## config.mk

```make
export PLATFORM = sky130hd
export DESIGN_NAME = ula_muldiv_seq
export DESIGN_NICKNAME = d
export VERILOG_FILES = /design/src/rtl/ula_pkg.sv /design/src/rtl/ula_muldiv_passo.sv /design/src/rtl/ula_muldiv_seq.sv
export SDC_FILE = /design/constraint.sdc
export NUM_CORES = 1
export LEC_CHECK = 0
export CAP_MARGIN = 20
export CELL_PAD_IN_SITES_DETAIL_PLACEMENT = 0
export CELL_PAD_IN_SITES_GLOBAL_PLACEMENT = 1
export CORE_MARGIN = 8
export CORE_UTILIZATION = 31
export CTS_BUF_LIST = sky130_fd_sc_hd__clkbuf_8
export DETAILED_ROUTE_END_ITERATION = 6
export GPL_ROUTABILITY_DRIVEN = 1
export PLACE_DENSITY_LB_ADDON = 0.08
export SYNTH_ARGS = -nofsm -noshare
export SYNTH_HDL_FRONTEND = slang
export SYNTH_SLANG_ARGS = --single-unit
export TNS_END_PERCENT = 20
```

## constraint.sdc

```tcl
create_clock -name clock -period 5.1 [get_ports clock]
set_input_delay 0.765 -clock clock [delete_from_list [all_inputs] [get_ports clock]]
set_output_delay 0.765 -clock clock [all_outputs]
set_load 0.02 [all_outputs]
```

## src/rtl/ula_pkg.sv

```systemverilog
`default_nettype none
// ============================================================================
// Module      : ula_pkg
// Description : Shared constants and types for the ULA multiply/divide path.
// Revision    : 1.0 - initial release
// ============================================================================
package ula_pkg;

    localparam logic [5:0] OP_ARIT    = 6'b000000;
    localparam logic [5:0] FUNCT_MULT = 6'b000010;
    localparam logic [5:0] FUNCT_DIV  = 6'b000011;
    localparam int         N_ITER     = 32;

    typedef enum logic [1:0] {
        IDLE = 2'd0,
        MUL  = 2'd1,
        DIV  = 2'd2,
        DONE = 2'd3
    } muldiv_estado_t;

    function automatic logic funct_valido(input logic [5:0] f);
        return (f == FUNCT_MULT) || (f == FUNCT_DIV);
    endfunction

endpackage
`default_nettype wire

```

## src/rtl/ula_muldiv_passo.sv

```systemverilog
`default_nettype none
// ============================================================================
// Module      : ula_muldiv_passo
// Description : One combinational step of shift-add multiply or restoring divide.
// Revision    : 1.0 - initial release
// ============================================================================
module ula_muldiv_passo (
    input  logic        i_div,
    input  logic [63:0] i_acc,
    input  logic [31:0] i_q,
    input  logic [31:0] i_d,
    output logic [63:0] o_acc,
    output logic [31:0] o_q
);

    logic [32:0] w_soma;
    logic [32:0] w_rem_sh;
    logic [32:0] w_trial;

    always_comb begin
        w_soma   = {1'b0, i_acc[63:32]} + (i_q[0] ? {1'b0, i_d} : 33'd0);
        w_rem_sh = {i_acc[31:0], i_q[31]};
        w_trial  = w_rem_sh - {1'b0, i_d};
        if (i_div) begin
            // A set sign bit means the trial went negative: keep the shifted remainder.
            o_acc = {32'd0, (w_trial[32] ? w_rem_sh[31:0] : w_trial[31:0])};
            o_q   = {i_q[30:0], ~w_trial[32]};
        end else begin
            o_acc = {w_soma, i_acc[31:1]};
            o_q   = {1'b0, i_q[31:1]};
        end
    end

endmodule
`default_nettype wire

```

## src/rtl/ula_muldiv_seq.sv

```systemverilog
`default_nettype none
// ============================================================================
// Module      : ula_muldiv_seq
// Description : 32-step iterative unsigned MULT/DIV sequencer with busy/done handshake.
// Revision    : 1.0 - initial release
// ============================================================================
module ula_muldiv_seq
    import ula_pkg::*;
(
    input  logic        clock,
    input  logic        reset,
    input  logic        Inicio,
    input  logic [5:0]  funct,
    input  logic [31:0] Dados_1,
    input  logic [31:0] Dados_2,
    output logic        Ocupado,
    output logic        Pronto,
    output logic [31:0] Resultado,
    output logic [31:0] Resto,
    output logic        DivZero
);

    muldiv_estado_t r_estado;
    muldiv_estado_t w_estado_nxt;
    logic [5:0]     r_cnt;
    logic [63:0]    r_acc;
    logic [31:0]    r_q;
    logic [31:0]    r_d;
    logic           r_dz_pend;
    logic [31:0]    r_resultado;
    logic [31:0]    r_resto;
    logic           r_divzero;

    logic [63:0]    w_acc_nxt;
    logic [31:0]    w_q_nxt;
    logic           w_aceita;
    logic           w_ativo;
    logic           w_ultimo;

    assign w_aceita = ((r_estado == IDLE) || (r_estado == DONE)) && Inicio && funct_valido(funct);
    assign w_ativo  = (r_estado == MUL) || (r_estado == DIV);
    assign w_ultimo = (r_cnt == 6'(N_ITER - 1));

    ula_muldiv_passo u_passo (
        .i_div (r_estado == DIV),
        .i_acc (r_acc),
        .i_q   (r_q),
        .i_d   (r_d),
        .o_acc (w_acc_nxt),
        .o_q   (w_q_nxt)
    );

    always_comb begin
        w_estado_nxt = r_estado;
        case (r_estado)
            IDLE, DONE: begin
                if (w_aceita)
                    w_estado_nxt = (funct == FUNCT_MULT) ? MUL : DIV;
                else
                    w_estado_nxt = IDLE;
            end
            MUL:     if (w_ultimo) w_estado_nxt = DONE;
            DIV:     if (r_dz_pend || w_ultimo) w_estado_nxt = DONE;
            default: w_estado_nxt = IDLE;
        endcase
    end

    always_ff @(posedge clock) begin
        if (reset) begin
            r_estado    <= IDLE;
            r_cnt       <= 6'd0;
            r_acc       <= 64'd0;
            r_q         <= 32'd0;
            r_d         <= 32'd0;
            r_dz_pend   <= 1'b0;
            r_resultado <= 32'd0;
            r_resto     <= 32'd0;
            r_divzero   <= 1'b0;
        end else begin
            r_estado <= w_estado_nxt;
            if (w_aceita) begin
                r_cnt     <= 6'd0;
                r_acc     <= 64'd0;
                r_divzero <= 1'b0;
                r_dz_pend <= (funct == FUNCT_DIV) && (Dados_2 == 32'd0);
                if (funct == FUNCT_MULT) begin
                    r_q <= Dados_2;
                    r_d <= Dados_1;
                end else begin
                    r_q <= Dados_1;
                    r_d <= Dados_2;
                end
            end else if ((r_estado == DIV) && r_dz_pend) begin
                // Zero divisor: r_q still holds the untouched dividend.
                r_resultado <= 32'hFFFF_FFFF;
                r_resto     <= r_q;
                r_divzero   <= 1'b1;
                r_dz_pend   <= 1'b0;
            end else if (w_ativo) begin
                r_acc <= w_acc_nxt;
                r_q   <= w_q_nxt;
                r_cnt <= r_cnt + 6'd1;
                if (w_ultimo) begin
                    if (r_estado == MUL) begin
                        r_resultado <= w_acc_nxt[31:0];
                        r_resto     <= w_acc_nxt[63:32];
                    end else begin
                        r_resultado <= w_q_nxt;
                        r_resto     <= w_acc_nxt[31:0];
                    end
                end
            end
        end
    end

    assign Ocupado   = (r_estado == MUL) || ((r_estado == DIV) && !r_dz_pend);
    assign Pronto    = (r_estado == DONE);
    assign Resultado = r_resultado;
    assign Resto     = r_resto;
    assign DivZero   = r_divzero;

endmodule
`default_nettype wire

```

=== Word-level counts from Yosys, hierarchy flattened ===
Cells that the tools add are included.
W data, S select, Z words.

* Memory bits (writable): 0
* Bits in latches: 0
* Bits of input ports: 73
* Memories: 0
* Register bits: 202
* Logic and storage cells: 71
* Output and inout port bits: 67
* Bits in read-only memories: 0

* Bitwise gates (word level): 3
* Multipliers: 0
* Mux-type cells: 24
* Add/sub/neg operators: 3
* Magnitude comparators: 0
* Shifts and indexed selects: 0
* Reductions and logical operators: 23
* Div/mod/pow operators: 0
* Equality and inequality tests: 9

{| class="wikitable"
|+ Operators with widths
! kind !! number
|-
| $mux W32 || 16
|-
| $mux W64 || 1
|-
| $add A32 B33 Y33 || 1
|-
| $sub A33 B32 Y33 || 1
|-
| $logic_not A32 Y1 || 1
|-
| $eq A6 B2 Y1 const B || 2
|-
| $mux W2 || 4
|-
| $reduce_bool A2 Y1 || 4
|-
| $add A6 B1 Y6 const B || 1
|-
| $eq A6 B5 Y1 const B || 1
|-
| $ne A2 B2 Y1 const B || 3
|-
| $pmux W2 S3 || 1
|-
| $reduce_and A2 Y1 || 3
|-
| $logic_and A1 B1 Y1 || 5
|-
| $logic_or A1 B1 Y1 || 5
|-
| $eq A2 B2 Y1 const B || 2
|-
| $reduce_or A2 Y1 || 2
|-
| $not A1 Y1 || 3
|-
| $reduce_and A3 Y1 || 1
|-
| $eq A2 B1 Y1 const B || 1
|-
| $logic_not A2 Y1 || 1
|-
| $mux W1 || 2
|-
| $logic_not A1 Y1 || 1
|}

=== Longest topological paths before layout ===
Gate-level depths: netlist (run 1).

* Word-level depth: 7
* Mapped depth: 14
* Mapped depth without buffers: 13

=== Modules after synthesis ===
A second synthesis (run 1) with hierarchy kept.

* Cells, all modules: 1758
* Area, all modules: 13820.8 sq um

{| class="wikitable"
|+ By module, submodules not included
! module !! cells each !! area each (sq um) !! seq. area each (sq um) !! instances
|-
| ula_muldiv_seq || 1037 || 8922.3 || 4043.9 || 1
|-
| ula_muldiv_passo || 721 || 4898.4 || 0.0 || 1
|}

=== Least setup slack after synthesis (run 1) ===
OpenSTA, ideal clock, no wires.

* Path type: register to register
* From: register r_q[0]
* To: register r_resto[27], in the netlist Resto[27]
* Arrival: 2.863 ns
* Setup time: 0.091 ns
* Buffers on the path: 3
* Stages on the path, launching flop included: 15
* Slack: 2.146 ns
* Data required time: 5.009 ns
* Clock period less this slack: 2.954 ns
* Path through: dfxtp_1 -> clkbuf_1 -> clkbuf_1 -> and2_1 -> ha_1 -> clkbuf_1 -> a21oi_1 -> o21ai_0 -> o41ai_1 -> o21ai_0 -> o41ai_2 -> o21ai_0 -> xor2_1 -> nand2_1 -> a311oi_1

* Word-level cells in the longest chain between the ends: 7

{| class="wikitable"
|+ Ends and longest elaborated chain
! item !! RTL line !! RTL
|-
| from (decl) || ula_muldiv_seq.sv:27 || <nowiki>logic [31:0] r_q;</nowiki>
|-
| from (signal assigned) || ula_muldiv_seq.sv:87 || <nowiki>r_q <= Dados_2;</nowiki>
|-
| from (signal assigned) || ula_muldiv_seq.sv:90 || <nowiki>r_q <= Dados_1;</nowiki>
|-
| from (signal assigned) || ula_muldiv_seq.sv:101 || <nowiki>r_q <= w_q_nxt;</nowiki>
|-
| $mux W32 || ula_muldiv_passo.sv:21 || <nowiki>w_soma = {1'b0, i_acc[63:32]} + (i_q[0] ? {1'b0, i_d} : 33'd0);</nowiki>
|-
| $add A32 B33 Y33 || ula_muldiv_passo.sv:21 ||
|-
| $mux W64 || ula_muldiv_passo.sv:24 || <nowiki>if (i_div) begin</nowiki>
|-
| $mux W32 || ula_muldiv_seq.sv:104 || <nowiki>if (r_estado == MUL) begin</nowiki>
|-
| $mux W32 || ula_muldiv_seq.sv:103 || <nowiki>if (w_ultimo) begin</nowiki>
|-
| $mux W32 || ula_muldiv_seq.sv:99 || <nowiki>end else if (w_ativo) begin</nowiki>
|-
| $mux W32 || ula_muldiv_seq.sv:93 || <nowiki>end else if ((r_estado == DIV) && r_dz_pend) begin</nowiki>
|-
| to (signal assigned) || ula_muldiv_seq.sv:96 || <nowiki>r_resto <= r_q;</nowiki>
|-
| to (signal assigned) || ula_muldiv_seq.sv:106 || <nowiki>r_resto <= w_acc_nxt[63:32];</nowiki>
|-
| to (signal assigned) || ula_muldiv_seq.sv:109 || <nowiki>r_resto <= w_acc_nxt[31:0];</nowiki>
|-
| to (decl) || ula_muldiv_seq.sv:31 || <nowiki>logic [31:0] r_resto;</nowiki>
|}

No other way between the ends. The select of a mux whose other input is x is not followed.
A chain may end at the register's enable or synchronous reset.

=== Final worst setup path (run 1) ===
* From: register r_q[0]
* To: register r_resto[29], in the netlist Resto[29]

Same word-level chain as after synthesis.

==> impl_metrics.csv, run 1 <==
group,metric,value,unit
layout,antenna_cells,0,
yosys,synth_top_area_share,28.54,%
power_and_ir_drop,clkPwrFrac,18.1,%
route,vias,15050,
route,wirelength,72270,microns
worst_setup_path,path_class,"reg -> reg",
die,fp.dieH,229.8,microns
worst_setup_path,worstPathRequired,5.61,ns
clock_network,clk_path_buf_depth,3,
status,failed_checks,"design-rule violations",
clock_network,cts_hold_buffers,0,
layout,layout.nets,2068,
timing,finalCritPeriodShare,86.22,%
timing,min_period,4.397,ns
clock_network,clockRootBuffer,"clkbuf_8",
yosys,seq_area_frac_synth,28.54,%
power_and_ir_drop,pwr-share-seq,20.8,%
route,drt-pass1-iter-count,7,
timing,timing.slew.headroom,26.57,%
placement,dp_hpwl,55310,microns
clock_network,clkTransAtPathRegs,0.06,ns
timing,max_freq,0.2274,GHz
global_routing,grt_pass1_wl,104600,microns
timing,skew,0.03108,ns
worst_setup_path,crit_path_end_kind,"register",
yosys,synth_area_leaders,"dfxtp_1, ha_1, nor2_1",
die,rows,78,
yosys,synth_most_common_cell,"nor2_1",
die,fp.dieW,229.8,microns
layout,drive_gt1_share,8.551,%
timing,fin_tns_setup,0,ns
power_and_ir_drop,p_switching,5.185,mW
layout,syn_to_final_growth,19.58,%
global_routing,grt_max_degree,70,
global_routing,grt_pass1_vias,14540,
worst_setup_path,start_kind,"register",
power_and_ir_drop,p_comb_share,61.1,%
clock_network,htree_levels,2,
yosys,synth_edf_count,0,
route,drtIter0Drc,1457,
timing,hold_viol_final,0,
yosys,yosys-top-cells-count,"nor2_1, dfxtp_1, nand2_1",
die,ios,140,
worst_hold_path,holdCritStartpoint,"r_acc[51]",
power_and_ir_drop,switching_share,52.66,%
yosys,syn_nets,1985,
global_routing,track_usage,26.35,%
timing,setup_viol,0,
placement,port_buffers,139,
status,outcome,"finished with violations",
clock_network,postCtsSetupRepairBufs,0,
yosys,ys_types,95,
route,drtAntennaViolNets,0,
power_and_ir_drop,intPower,4.661,mW
die,start_util,31.29,%
yosys,yosysWarnings,0,
worst_setup_path,crit_fanout,25,
route,routedWlPerCell,28.31,microns
layout,final.fill_count,4912,
placement,placed_area,0.01610,sq mm
global_routing,grt.overflow.total,0,
layout,final_util,37.41,%
yosys,synthCells,1842,
timing,tightest_slew,1.100,ns
clock_network,worstSkewPairLatency,0.62,ns
clock_network,clock-sinks,202,
clock_network,cts.repair.resized,0,
yosys,synth_seq_cells,202,
clock_network,cts_buffers,41,
global_routing,antenna_found_initial,8,
job,drv_cap,0,
die,fp.dieArea,0.05280,sq mm
timing,holdWs,0.4586,ns
clock_network,cts_tree,"done",
yosys,synth-async-reset-ratio,0,%
power_and_ir_drop,p_per_area,581.2,mW/mm^2
worst_hold_path,hp-class,"reg -> reg",
timing,drv_slew,0,
route,viasPerCell,5.895,
yosys,syn_avg_cell_area,7.691,sq um
layout,post-route-cell-area,0.01694,sq mm
yosys,ys.flop_type,"dfxtp_1",
power_and_ir_drop,vdd_ir_drop_max,0.6127,mV
placement,place.gp.congestion,0.9167,
timing,rsz0062_at_grt,"no",
die,core_area,0.04528,sq mm
worst_setup_path,crit_start,"r_q[0]",
worst_setup_path,r2r-start,"r_q[0]",
route,remaining_drc_errors,7,
yosys,yosys.area.top_type,"dfxtp_1",
power_and_ir_drop,p_leak,6.033,nW
yosys,syn_area,0.01417,sq mm
worst_setup_path,arrival,4.90,ns
-- area by class of cell --
type / instances / area (sq um) / area share, %
timing repair buffer: 179 / 1727 / 10.19
multi-input combinational: 1446 / 9378 / 55.35
tap: 600 / 750.7 / 4.431
clock buffer: 55 / 757.0 / 4.468
clock inverter: 16 / 78.83 / 0.4653
sequential: 202 / 4044 / 23.87
inverter: 55 / 206.4 / 1.219
-- power by group through the flow --
stage	sequential (mW)	combinational (mW)	clock, mW
2_1_floorplan	1.90	4.21	0
3_3_place_gp	2.07	5.98	0
3_5_place_dp	2.07	5.93	0
4_1_cts	2.04	5.96	1.82
5_1_grt	2.06	6.45	1.89
6_report	2.05	6.01	1.79
-- final timing paths --
kind          endpoint  slack (ns)  cells after the start
max          Resto[29]        0.70                     14
min          r_acc[51]        0.46                      2
max reg2reg  Resto[29]        0.70                     14
min reg2reg  r_acc[51]        0.46                      2
-- kinds of logic (layout without fill, tap and decap cells) --
kind of cell | Yosys count | in the layout | synth area share [%]
AO/OA/AOI/OAI | 611 | 611 | 29.28
XOR/XNOR | 58 | 58 | 3.586
adder cells (fa/ha/maj) | 70 | 70 | 6.288
buffers and inverters | 194 | 305 | 5.891
flip-flops | 202 | 202 | 28.54
multiplexers | 83 | 83 | 5.997
AND/OR/NAND/NOR | 624 | 624 | 20.42
-- cell usage in the layout, fill, tap and decap left out, types with 32 or more instances in the layout --
master and n:
a21oi_1 142, a211oi_1 54, buf_4 38, o21ai_0 113, xnor2_1 32, nor2_1 210, inv_1 66, and2_1 37
nor3_1 51, o211ai_1 32, nand3_1 35, dfxtp_1 202, mux2i_1 70, clkbuf_8 55, clkdlybuf4s50_1 138, nand2_1 174
ha_1 66
-- worst max-delay path: stages (launching register included) --
cell and delay (ns):
dfxtp_1 1.04, and2_1 0.24, ha_1 0.22, inv_1 0.08, fa_1 0.44, nor2b_1 0.17, o31a_1 0.23, o31ai_1 0.15
buf_4 0.19, and3_1 0.17, o2bb2ai_1 0.29, a31oi_1 0.16, xnor2_1 0.49, a221oi_1 0.16, o32ai_1 0.28
-- routing by layer --
metal / global-route usage, % / vias to the layer above / share of wire [%] / routed length [microns]
li1: - / 6984 / - / -
met1: 34.28 / 7336 / 44 / 31580
met2: 42.18 / 599 / 45 / 32560
met3: 5.885 / 125 / 7.1 / 5162
met4: 9.879 / 6 / 4.1 / 2928
met5: 0 / - / 0.050 / 36
-- sequential cells by signal (all words and copies together) (netlist names) --
signal     count
r_acc         64
Resto         32
Resultado     32
r_d           32
r_q           32
r_cnt          6
r_estado       2
DivZero        1
r_dz_pend      1
-- stage by stage --
| step | setup WS [ns] | power, mW | instances |
|---|---|---|---|
| 2_1_floorplan | 2.146 | 6.101 | 1842 |
| 3_3_place_gp | 0.7597 | 8.053 | 2481 |
| 3_5_place_dp | 0.7705 | 7.999 | 2481 |
| 4_1_cts | 0.7256 | 9.822 | 2552 |
| 5_1_grt | 0.6016 | 10.39 | 2553 |
| 6_report | 0.7030 | 9.846 | 2553 |
Note: power is estimated with default switching activity, not from simulation.
==> run 2, diff against run 1 <==
==> constraint.sdc (replaced) <==
create_clock -name clock -period 5.3 [get_ports clock]
set_input_delay 0.795 -clock clock [delete_from_list [all_inputs] [get_ports clock]]
set_output_delay 0.795 -clock clock [all_outputs]
set_load 0.02 [all_outputs]
==> impl_metrics.csv, run 2 (synthesized netlist as in run 1, its figures left out) <==
group,metric,value,unit
status,outcome,"finished clean",
die,start_util,31.29,%
global_routing,grt_pass1_vias,14550,
route,routedWlPerCell,28.06,microns
timing,max_freq,0.2372,GHz
worst_setup_path,crit_chain,"and2_1 > ha_1 > inv_1 > fa_1 > nor2b_1 > o31a_1 > o31ai_1 > a31oi_1 > o41ai_2 > o21ai_0 > xor2_1 > nand2_1 > a311oi_1",
route,remaining_drc_errors,0,
layout,layout_common_cells,"nor2_1, dfxtp_1, nand2_1",
clock_network,cts.repair.resized,0,
worst_setup_path,crit_path_top_delay_cell,"o31ai_1",
global_routing,antenna_found_initial,1,
global_routing,track_usage,26.03,%
layout,final.fill_count,4831,
placement,port_buffers,139,
route,drtIter0Drc,1277,
die,fp.dieH,229.8,microns
die,fp.dieArea,0.05280,sq mm
placement,dp_hpwl,54980,microns
layout,final_util,37.25,%
timing,min_period,4.216,ns
route,drt-pass1-iter-count,7,
layout,largest_reg_flops,64,
clock_network,cts_hold_buffers,0,
global_routing,grt_max_degree,65,
power_and_ir_drop,vdd_ir_drop_max,0.4258,mV
global_routing,grt_pass1_wl,103800,microns
worst_setup_path,start_kind,"register",
clock_network,htree_levels,2,
timing,timing.slew.headroom,33.51,%
worst_setup_path,crit_family,"compound AO/OA/AOI/OAI gates",
layout,syn_to_final_growth,19.08,%
global_routing,grt.overflow.total,0,
timing,setup_viol,0,
layout,antenna_cells,0,
layout,layout.nets,2066,
route,drtAntennaViolNets,0,
route,wirelength,71400,microns
clock_network,postCtsSetupRepairBufs,0,
die,rows,78,
timing,fin_tns_setup,0,ns
power_and_ir_drop,p_per_area,557.1,mW/mm^2
worst_setup_path,critical_path_buf_inv_count,1,
timing,hold_viol_final,0,
worst_setup_path,worstPathRequired,5.80,ns
clock_network,cts_tree,"done",
clock_network,clock-sinks,202,
worst_setup_path,reg2reg_setup_slack,1.08,ns
clock_network,clockRootBuffer,"clkbuf_8",
worst_setup_path,crit_path_end_kind,"register",
layout,drive_gt1_share,8.179,%
route,viasPerCell,5.862,
clock_network,worstSkewPairLatency,0.63,ns
clock_network,cts_buffers,41,
worst_setup_path,path_class,"reg -> reg",
clock_network,clk_path_buf_depth,3,
worst_hold_path,hp-class,"reg -> reg",
job,drv_cap,0,
timing,drv_slew,0,
worst_setup_path,slowest_delay,0.66,ns
die,ios,140,
timing,tightest_slew,0.9952,ns
layout,largest-register,"r_acc",
route,vias,14910,
layout,seq_area,0.004044,sq mm
clock_network,clkTransAtPathRegs,0.06,ns
timing,skew,0.04300,ns
worst_setup_path,arrival,4.71,ns
timing,rsz0062_at_grt,"no",
die,fp.dieW,229.8,microns
die,core_area,0.04528,sq mm
layout,layout_commonest_cell,"nor2_1",
layout,multi_input_comb_area,0.009375,sq mm
power_and_ir_drop,p_leak,5.994,nW
worst_setup_path,crit_fanout,16,
placement,place.gp.congestion,0.9177,
timing,finalCritPeriodShare,79.55,%
[run 2: changes by cell type in the layout (fill, tap and decap cells not counted), sizes merged]
cell      delta
clkbuf       -9
clkinv       +1
bufinv       +2
clkinvlp     -1
buf          -2
[run 2: cell type report]
| type | instances | share of cell area (%) |
|---|---|---|
| clock buffer | 46 | 3.753 |
| clock inverter | 18 | 0.8826 |
| inverter | 55 | 1.224 |
| multi-input combinational | 1446 | 55.57 |
| sequential | 202 | 23.97 |
| tap | 600 | 4.450 |
| timing repair buffer | 177 | 10.15 |
[run 2: path summary, 6_finish.rpt]
| kind | start | endpoint | depth (start not counted) |
|---|---|---|---|
| setup reg to reg | r_q[0] | Resto[27] | 13 |
| setup / recovery | r_q[0] | Resto[27] | 13 |
| hold / removal | r_acc[62] | r_acc[62] | 2 |
| hold reg to reg | r_acc[62] | r_acc[62] | 2 |
[run 2: layer usage]
metal / part of all wire, % / wire length, microns / vias to the layer above / GRT usage, %
met5: 0 / 0 / - / 0
met3: 6.0 / 4270 / 105 / 4.605
met4: 3.1 / 2188 / 0 / 7.919
li1: - / - / 6958 / -
met2: 46 / 32740 / 519 / 42.43
met1: 45 / 32190 / 7332 / 34.66
[run 2: metrics by stage]
| step | power [mW] | worst slack [ns] | std cells | cell area, sq um | hold WS, ns |
|---|---|---|---|---|---|
| CTS | 9.354 | 1.119 | 2543 | 16860 | 0.4636 |
| detailed placement | 7.637 | 1.178 | 2479 | 16080 | 0.4539 |
| floorplan | 5.871 | 2.346 | 1842 | 14170 | 0.4406 |
| finish | 9.398 | 1.084 | 2544 | 16870 | 0.4673 |
| global route | 9.909 | 0.7859 | 2544 | 16870 | 0.4954 |
| global placement | 7.712 | 1.151 | 2479 | 16080 | 0.4501 |
[run 2: worst min-delay path, stage by stage (launching register included)]
cell and delay (ns):
dfxtp_1 0.31, nand2_1 0.05, a21oi_1 0.05
[run 2: power by group]
group | switching [mW] | internal, mW | leakage, nW | total [mW]
sequential | 0.277 | 1.68 | 1.64 | 1.95
clock | 0.787 | 0.890 | 0.441 | 1.68
combinational | 3.87 | 1.89 | 3.92 | 5.77
total | 4.94 | 4.46 | 5.99 | 9.40
